$ cat config.mk
export PLATFORM = sky130hd
export DESIGN_NAME = game_sequencer
export DESIGN_NICKNAME = d
export VERILOG_FILES = /design/src/rtl/game_sequencer.sv
export SDC_FILE = /design/constraint.sdc
export NUM_CORES = 1
export LEC_CHECK = 0
export BUFFER_PORTS_ARGS = -buffer_cell sky130_fd_sc_hd__buf_2
export CORE_MARGIN = 2
export CORE_UTILIZATION = 59
export CTS_CLUSTER_DIAMETER = 80
export DETAILED_ROUTE_END_ITERATION = 8
export PLACE_DENSITY_LB_ADDON = 0.3
export SKIP_LAST_GASP = 1
export SLEW_MARGIN = 20
export SYNTH_ARGS = -nofsm -noshare
export SYNTH_HDL_FRONTEND = slang
export SYNTH_SLANG_ARGS = --single-unit
$ cat constraint.sdc
create_clock -name clk_100ms -period 3.6 [get_ports clk_100ms]
set_input_delay 0.72 -clock clk_100ms [delete_from_list [all_inputs] [get_ports clk_100ms]]
set_output_delay 0.72 -clock clk_100ms [all_outputs]
set_load 0.02 [all_outputs]
$ cat src/rtl/game_sequencer.sv
// Game-phase controller for the flappy-bird datapath, stepped on the 100 ms tick.
// Sequences idle/load/countdown/play/pause/over and tracks level, high score and active player.
module game_sequencer #(
    parameter int COUNT_TICKS = 10,
    parameter int COUNT_START = 3,
    parameter int OVER_HOLD   = 20,
    parameter int LVL1_SCORE  = 10,
    parameter int LVL2_SCORE  = 25,
    parameter int LVL3_SCORE  = 50
) (
    input  logic        clk_100ms,
    input  logic        rst,
    input  logic        start,
    input  logic        pause,
    input  logic        mode,
    input  logic        fail,
    input  logic [15:0] score,
    output logic        game_rst_n,
    output logic        run,
    output logic [2:0]  phase,
    output logic [1:0]  countdown,
    output logic [1:0]  level,
    output logic [15:0] high_score,
    output logic        new_record,
    output logic        player
);

    localparam int TICK_W = (COUNT_TICKS > 2) ? $clog2(COUNT_TICKS) : 1;
    localparam int HOLD_W = (OVER_HOLD > 0) ? $clog2(OVER_HOLD + 1) : 1;

    localparam logic [TICK_W-1:0] TICK_LAST  = TICK_W'(COUNT_TICKS - 1);
    localparam logic [HOLD_W-1:0] HOLD_MAX   = HOLD_W'(OVER_HOLD);
    localparam logic [1:0]        COUNT_INIT = 2'(COUNT_START);
    localparam logic [15:0]       LVL1       = 16'(LVL1_SCORE);
    localparam logic [15:0]       LVL2       = 16'(LVL2_SCORE);
    localparam logic [15:0]       LVL3       = 16'(LVL3_SCORE);

    typedef enum logic [2:0] {
        S_IDLE  = 3'd0,
        S_LOAD  = 3'd1,
        S_COUNT = 3'd2,
        S_PLAY  = 3'd3,
        S_PAUSE = 3'd4,
        S_OVER  = 3'd5
    } state_t;

    state_t              state, state_d;
    logic [1:0]          countdown_q, countdown_d;
    logic [TICK_W-1:0]   tick_cnt, tick_d;
    logic [HOLD_W-1:0]   hold_cnt, hold_d;
    logic [1:0]          level_q, level_d;
    logic [15:0]         high_q, high_d;
    logic                rec_q, rec_d;
    logic                player_q, player_d;
    logic                mode_q, mode_d;
    logic                start_q, pause_q;
    logic                game_rst_n_q, run_q;
    logic                start_e, pause_e;
    logic [1:0]          score_level;

    // Edge history resets high so a button held through reset release is not a press.
    assign start_e = start & ~start_q;
    assign pause_e = pause & ~pause_q;

    always_comb begin
        score_level = 2'd0;
        if (score >= LVL3)      score_level = 2'd3;
        else if (score >= LVL2) score_level = 2'd2;
        else if (score >= LVL1) score_level = 2'd1;
    end

    always_comb begin
        state_d     = state;
        countdown_d = countdown_q;
        tick_d      = tick_cnt;
        hold_d      = hold_cnt;
        level_d     = level_q;
        high_d      = high_q;
        rec_d       = rec_q;
        player_d    = player_q;
        mode_d      = mode_q;

        case (state)
            S_IDLE: begin
                if (start_e) state_d = S_LOAD;
            end
            S_LOAD: begin
                // Dropping to single-player forces player 0 for the whole round.
                mode_d      = mode;
                if (!mode) player_d = 1'b0;
                level_d     = 2'd0;
                rec_d       = 1'b0;
                countdown_d = COUNT_INIT;
                tick_d      = '0;
                state_d     = S_COUNT;
            end
            S_COUNT: begin
                if (tick_cnt == TICK_LAST) begin
                    tick_d = '0;
                    if (countdown_q == 2'd1) begin
                        countdown_d = 2'd0;
                        state_d     = S_PLAY;
                    end else begin
                        countdown_d = countdown_q - 2'd1;
                    end
                end else begin
                    tick_d = tick_cnt + 1'b1;
                end
            end
            S_PLAY: begin
                if (score_level > level_q) level_d = score_level;
                // A collision wins over a pause press on the same tick.
                if (fail) begin
                    state_d = S_OVER;
                    hold_d  = '0;
                    if (score > high_q) begin
                        high_d = score;
                        rec_d  = 1'b1;
                    end
                end else if (pause_e) begin
                    state_d = S_PAUSE;
                end
            end
            S_PAUSE: begin
                // Resume re-runs the countdown without restarting the datapath.
                if (pause_e) begin
                    state_d     = S_COUNT;
                    countdown_d = COUNT_INIT;
                    tick_d      = '0;
                end
            end
            S_OVER: begin
                if (hold_cnt != HOLD_MAX) begin
                    hold_d = hold_cnt + 1'b1;
                end else if (start_e) begin
                    state_d = S_LOAD;
                    if (mode_q) player_d = ~player_q;
                end
            end
            default: state_d = S_IDLE;
        endcase
    end

    always_ff @(posedge clk_100ms or negedge rst) begin
        if (!rst) begin
            state        <= S_IDLE;
            countdown_q  <= 2'd0;
            tick_cnt     <= '0;
            hold_cnt     <= '0;
            level_q      <= 2'd0;
            high_q       <= 16'd0;
            rec_q        <= 1'b0;
            player_q     <= 1'b0;
            mode_q       <= 1'b0;
            start_q      <= 1'b1;
            pause_q      <= 1'b1;
            game_rst_n_q <= 1'b0;
            run_q        <= 1'b0;
        end else begin
            state        <= state_d;
            countdown_q  <= countdown_d;
            tick_cnt     <= tick_d;
            hold_cnt     <= hold_d;
            level_q      <= level_d;
            high_q       <= high_d;
            rec_q        <= rec_d;
            player_q     <= player_d;
            mode_q       <= mode_d;
            start_q      <= start;
            pause_q      <= pause;
            game_rst_n_q <= (state_d != S_IDLE) && (state_d != S_LOAD);
            run_q        <= (state_d == S_PLAY);
        end
    end

    assign phase      = state;
    assign game_rst_n = game_rst_n_q;
    assign run        = run_q;
    assign countdown  = countdown_q;
    assign level      = level_q;
    assign high_score = high_q;
    assign new_record = rec_q;
    assign player     = player_q;

endmodule

==> After elaboration in Yosys (flattened, before gate mapping) <==
Cells that the tools add are included.
{ "op_classes": {"addsub": 3, "mul": 0, "div_mod_pow": 0, "magnitude_cmp": 5, "n_eq_ne": 20, "n_shift": 0, "n_mux": 31, "n_bitwise": 5, "n_reduce_logical": 14} }
{ "op_table": {"columns": ["operator", "count"], "rows": [
  ["3-bit two-way mux", 7],
  ["2-bit != test (second input constant)", 10],
  ["3-bit case mux with 6 select lines", 1],
  ["16-bit by 4-bit >= comparator with 1-bit output (second input constant)", 1],
  ["16-bit by 5-bit >= comparator with 1-bit output (second input constant)", 1],
  ["16-bit by 6-bit >= comparator with 1-bit output (second input constant)", 1],
  ["16-bit greater-than comparator", 1],
  ["2-bit two-way mux", 6],
  ["4-bit case mux with 3 select lines", 1],
  ["3-bit AND reduction", 4],
  ["5-bit two-way mux", 2],
  ["5-bit case mux with 2 select lines", 1],
  ["3-bit by 2-bit equality test with 1-bit output (second input constant)", 3],
  ["4-bit two-way mux", 2],
  ["1-bit two-way mux", 7],
  ["3-bit equality test (second input constant)", 2],
  ["2-bit case mux with 3 select lines", 1],
  ["2-bit nonzero test", 3],
  ["3-bit nonzero test", 2],
  ["5-bit by 1-bit adder with 5-bit output (second input constant)", 1],
  ["5-bit != test (second input constant)", 1],
  ["5-bit AND reduction", 1],
  ["4-bit by 1-bit adder with 4-bit output (second input constant)", 1],
  ["4-bit equality test (second input constant)", 1],
  ["12 further kinds", 17]
]} }
{ "word_totals": {"register_bits": 39, "latch_bits": 0, "ramBits": 0, "mem_bits_ro": 0, "in_bits": 22, "output_inout_bits": 27, "n_memories": 0} }

==> Depth between registers and ports, before layout <==
{ "logic_depth": {"ltp_word": 7, "ltp_mapped": 10, "mapped_depth_nobuf": 10} }

==> Least setup slack after synthesis <==
OpenSTA, ideal clock, no wires.
{ "synth_timing": {"path_type": "input-to-reg", "start": "input port score[1]", "end": "register high_q[15], in the netlist high_score[15]", "t_arrival_ns": 2.373, "required_ns": 3.475, "slack_ns": 1.102, "cell_stages": 7, "path_cell_list": "ha_1 -> nor2b_1 -> o211ai_1 -> a2111o_1 -> a31oi_4 -> buf_12 -> mux2_4"} }
{ "synth_via": {"elab_chain_cells": 2} }
{ "synth_lines": {"columns": ["element", "line_no", "rtl"], "rows": [
  ["start: declaration", "17", "input logic [15:0] score,"],
  ["16-bit greater-than comparator", "116", "if (score > high_q) begin"],
  ["3-bit AND reduction (no source line)", null, null],
  ["end signal: assignment", "165", "high_q <= high_d;"],
  ["end: declaration", "52", "logic [15:0] high_q, high_d;"]
]} }
Every way passes these cells.
A chain may end at the register's enable or synchronous reset.

==> Worst setup path after layout <==
{ "layout_timing": {"start": "input port score[1]", "end": "register high_q[0], in the netlist high_score[0]"} }
Same word-level chain as after synthesis.

==> flow_summary.json <==
{
  "outcome": "finished clean",
  "finalClockSkew_ns": 0.00453,
  "synth_edf_count": 0,
  "grt.overflow.total": 0,
  "p_per_area_mw_per_mm2": 762,
  "dieWidth_um": 66.8,
  "setup.worst_path.class": "input port to flop",
  "viasPerCell": 5.52,
  "reg2reg_depth": 7,
  "clockBufferDepth": 2,
  "grt_pass1_vias": 1690,
  "area_growth_pct": 14.9,
  "max_freq_ghz": 0.381,
  "r2r_setup_slack_ns": 1.13,
  "detailedPlace.worstSlack_ns": 0.658,
  "grt_max_degree": 40,
  "ys_ff_latch": 39,
  "max_slew_margin": 0.446,
  "fin_crit_ns": 2.63,
  "critPathLaunchType": "input port",
  "r2r-start": "high_score[1]",
  "nNetsFinal": 324,
  "die_height_um": 66.8,
  "initial_core_util": 0.627,
  "yosys.area_share.simple": 0.151,
  "num_vias": 1811,
  "grt_pass1_wl_mm": 7.45,
  "drc": 0,
  "final_common_cell": "buf_2",
  "dr.pass1.iters": 5,
  "required_ns": 3.77,
  "setup-tns-final_ns": 0,
  "synthXorXnorAreaFrac": 0.0113,
  "die_area_mm2": 0.00446,
  "ys_seq_area_frac": 0.420,
  "total_power_mw": 2.04,
  "synth_top_family_by_area": "simple AND/OR/NAND/NOR gates",
  "drive_gt1_frac": 0.279,
  "p_leak_nw": 1.30,
  "rsz0062_at_grt": "no",
  "hold_buffers": 0,
  "setup_viol": 0,
  "insertion_delay_ns": 0.28,
  "synthMuxAreaShare": 0.0994,
  "antenna_found_initial": 0,
  "placed_cell_area_mm2": 0.00259,
  "synth_cell_types": 43,
  "cp-end-kind": "flop",
  "synthAdderAreaFrac": 0.124,
  "synth-async-reset-ratio": 1.00,
  "cap_violations": 0,
  "antennaDiodeCount": 0,
  "path_clk_slew_ns": 0.07,
  "hold_start": "new_record",
  "worst_slew_pin_slew_ns": 0.831,
  "boundaryPins": 49,
  "critPathArrivalTime_ns": 2.79,
  "core_mm2": 0.00372,
  "ir_drop_uv": 491,
  "hold_path_end": "new_record",
  "ctsResizeCount": 0,
  "hold_viol_final": 0,
  "startpoint": "score[1]",
  "synth_compound_area_frac": 0.136,
  "fin_hold_ws_ns": 0.486,
  "dp_hpwl_mm": 3.33,
  "period_share": 0.730,
  "hold_depth": 1,
  "post_drt_wl_per_cell_um": 13.5,
  "ant_nets": 0,
  "core.rowCount": 22,
  "r2r-end": "high_score[0]",
  "fin_ws_ns": 0.973,
  "htreeDepth": 2,
  "tritoncts": "yes",
  "post_cts_buffers": 0,
  "final_area_mm2": 0.00268,
  "critical_path.max_fanout": 17,
  "totalWireLength_mm": 4.43,
  "slew_violations": 0,
  "numCtsBuffers": 5,
  "cts-root-buf": "clkbuf_8",
  "avgSynthCellArea_um2": 10.2,
  "final_cell_mix": "buf_2 (48), dfrtp_1 (37), inv_1 (27)",
  "grt_usage": 0.221,
  "synth-main-ff-cell": "dfrtp_1",
  "netlist_area_mm2": 0.00233,
  "cts.sinks": 39,
  "hold_class": "flop to flop",
  "synth_nets": 274,
  "gp_congestion": 0.870,
  "yosysWarnings": 0,
  "drt_iter0_drc": 143,
  "synth_cells": 229,
  "port-buffer-count": 48
}
==> routing by layer <==
| metal | vias to the layer above | GRT usage | wire, um |
|---|---|---|---|
| li1 | 918 | - | - |
| met1 | 847 | 0.312 | 2220 |
| met2 | 41 | 0.335 | 1920 |
| met3 | 5 | 0.0524 | 233 |
| met4 | 0 | 0.0689 | 44 |
| met5 | - | 0 | 0 |
==> per-stage QoR <==
stage / util / instances
after floorplan: - / 229
after global placement: 0.698 / 320
after detailed placement: 0.698 / 320
after CTS: 0.720 / 328
after global routing: 0.720 / 328
final: 0.720 / 328
==> critical path, stage by stage <==
cell and delay (ns):
buf_2 0.13, ha_1 0.28, nor2b_1 0.12, o211ai_1 0.09, a2111o_1 0.41, a31oi_4 0.62
mux2_2 0.41
==> Yosys cell counts (2+ instances only) <==
library cell / instances / area [um2]
clkbuf_1: 3 / 11.3
a21oi_1: 13 / 65.1
nand2_1: 15 / 56.3
nor2_1: 12 / 45.0
nor3_1: 4 / 20.0
nor4_1: 4 / 25.0
o31ai_1: 3 / 22.5
inv_1: 27 / 101
nand4_1: 6 / 37.5
dfstp_2: 2 / 52.6
mux2_4: 8 / 120
dfrtp_1: 37 / 926
nor2b_1: 7 / 43.8
xor2_1: 3 / 26.3
nand2b_1: 5 / 31.3
and3_1: 2 / 12.5
ha_1: 23 / 288
nand3_1: 4 / 20.0
o211ai_1: 3 / 22.5
mux2_2: 9 / 101
o21ai_0: 15 / 75.1
a31oi_1: 3 / 18.8
==> kinds of logic (layout without fill, tap and decap cells) <==
group / Yosys count / in the layout
buffers and inverters: 32 / 83
adder cells (fa/ha/maj): 23 / 23
XOR/XNOR: 3 / 3
multiplexers: 18 / 18
flip-flops: 39 / 39
AO/OA/AOI/OAI: 48 / 48
AND/OR/NAND/NOR: 66 / 66
==> area by class of cell <==
class	count	area, um2
multi-input cells	158	1210
repair buffers	48	240
clock buffers	7	76.3
fillers	307	1040
flip-flops and latches	39	978
inverters	27	101
clock inverters	1	5.00
well taps	48	60.1
==> flip-flops by register name (all words and copies together), names as in the netlist <==
register    cells
countdown       2
game_rst_n      1
high_score     16
hold_cnt        5
level           2
mode_q          1
new_record      1
pause_q         1
phase           3
player          1
run             1
start_q         1
tick_cnt        4
==> power by group <==
part	switching, mW	internal [mW]
clock network	0.139	0.136
registers	0.175	0.619
logic	0.549	0.422
==> worst max-delay path by stage <==
stage / endpoint / slack, ns / cells after the start
6_report: high_score[0] / 0.97 / 7
5_1_grt: high_score[13] / 0.86 / 7
4_1_cts: high_score[0] / 0.96 / 7
3_5_place_dp: high_score[0] / 0.66 / 7
3_3_place_gp: high_score[13] / 0.70 / 7
2_1_floorplan: high_score[15] / 1.10 / 7
Power figures use the tool's default switching activity.
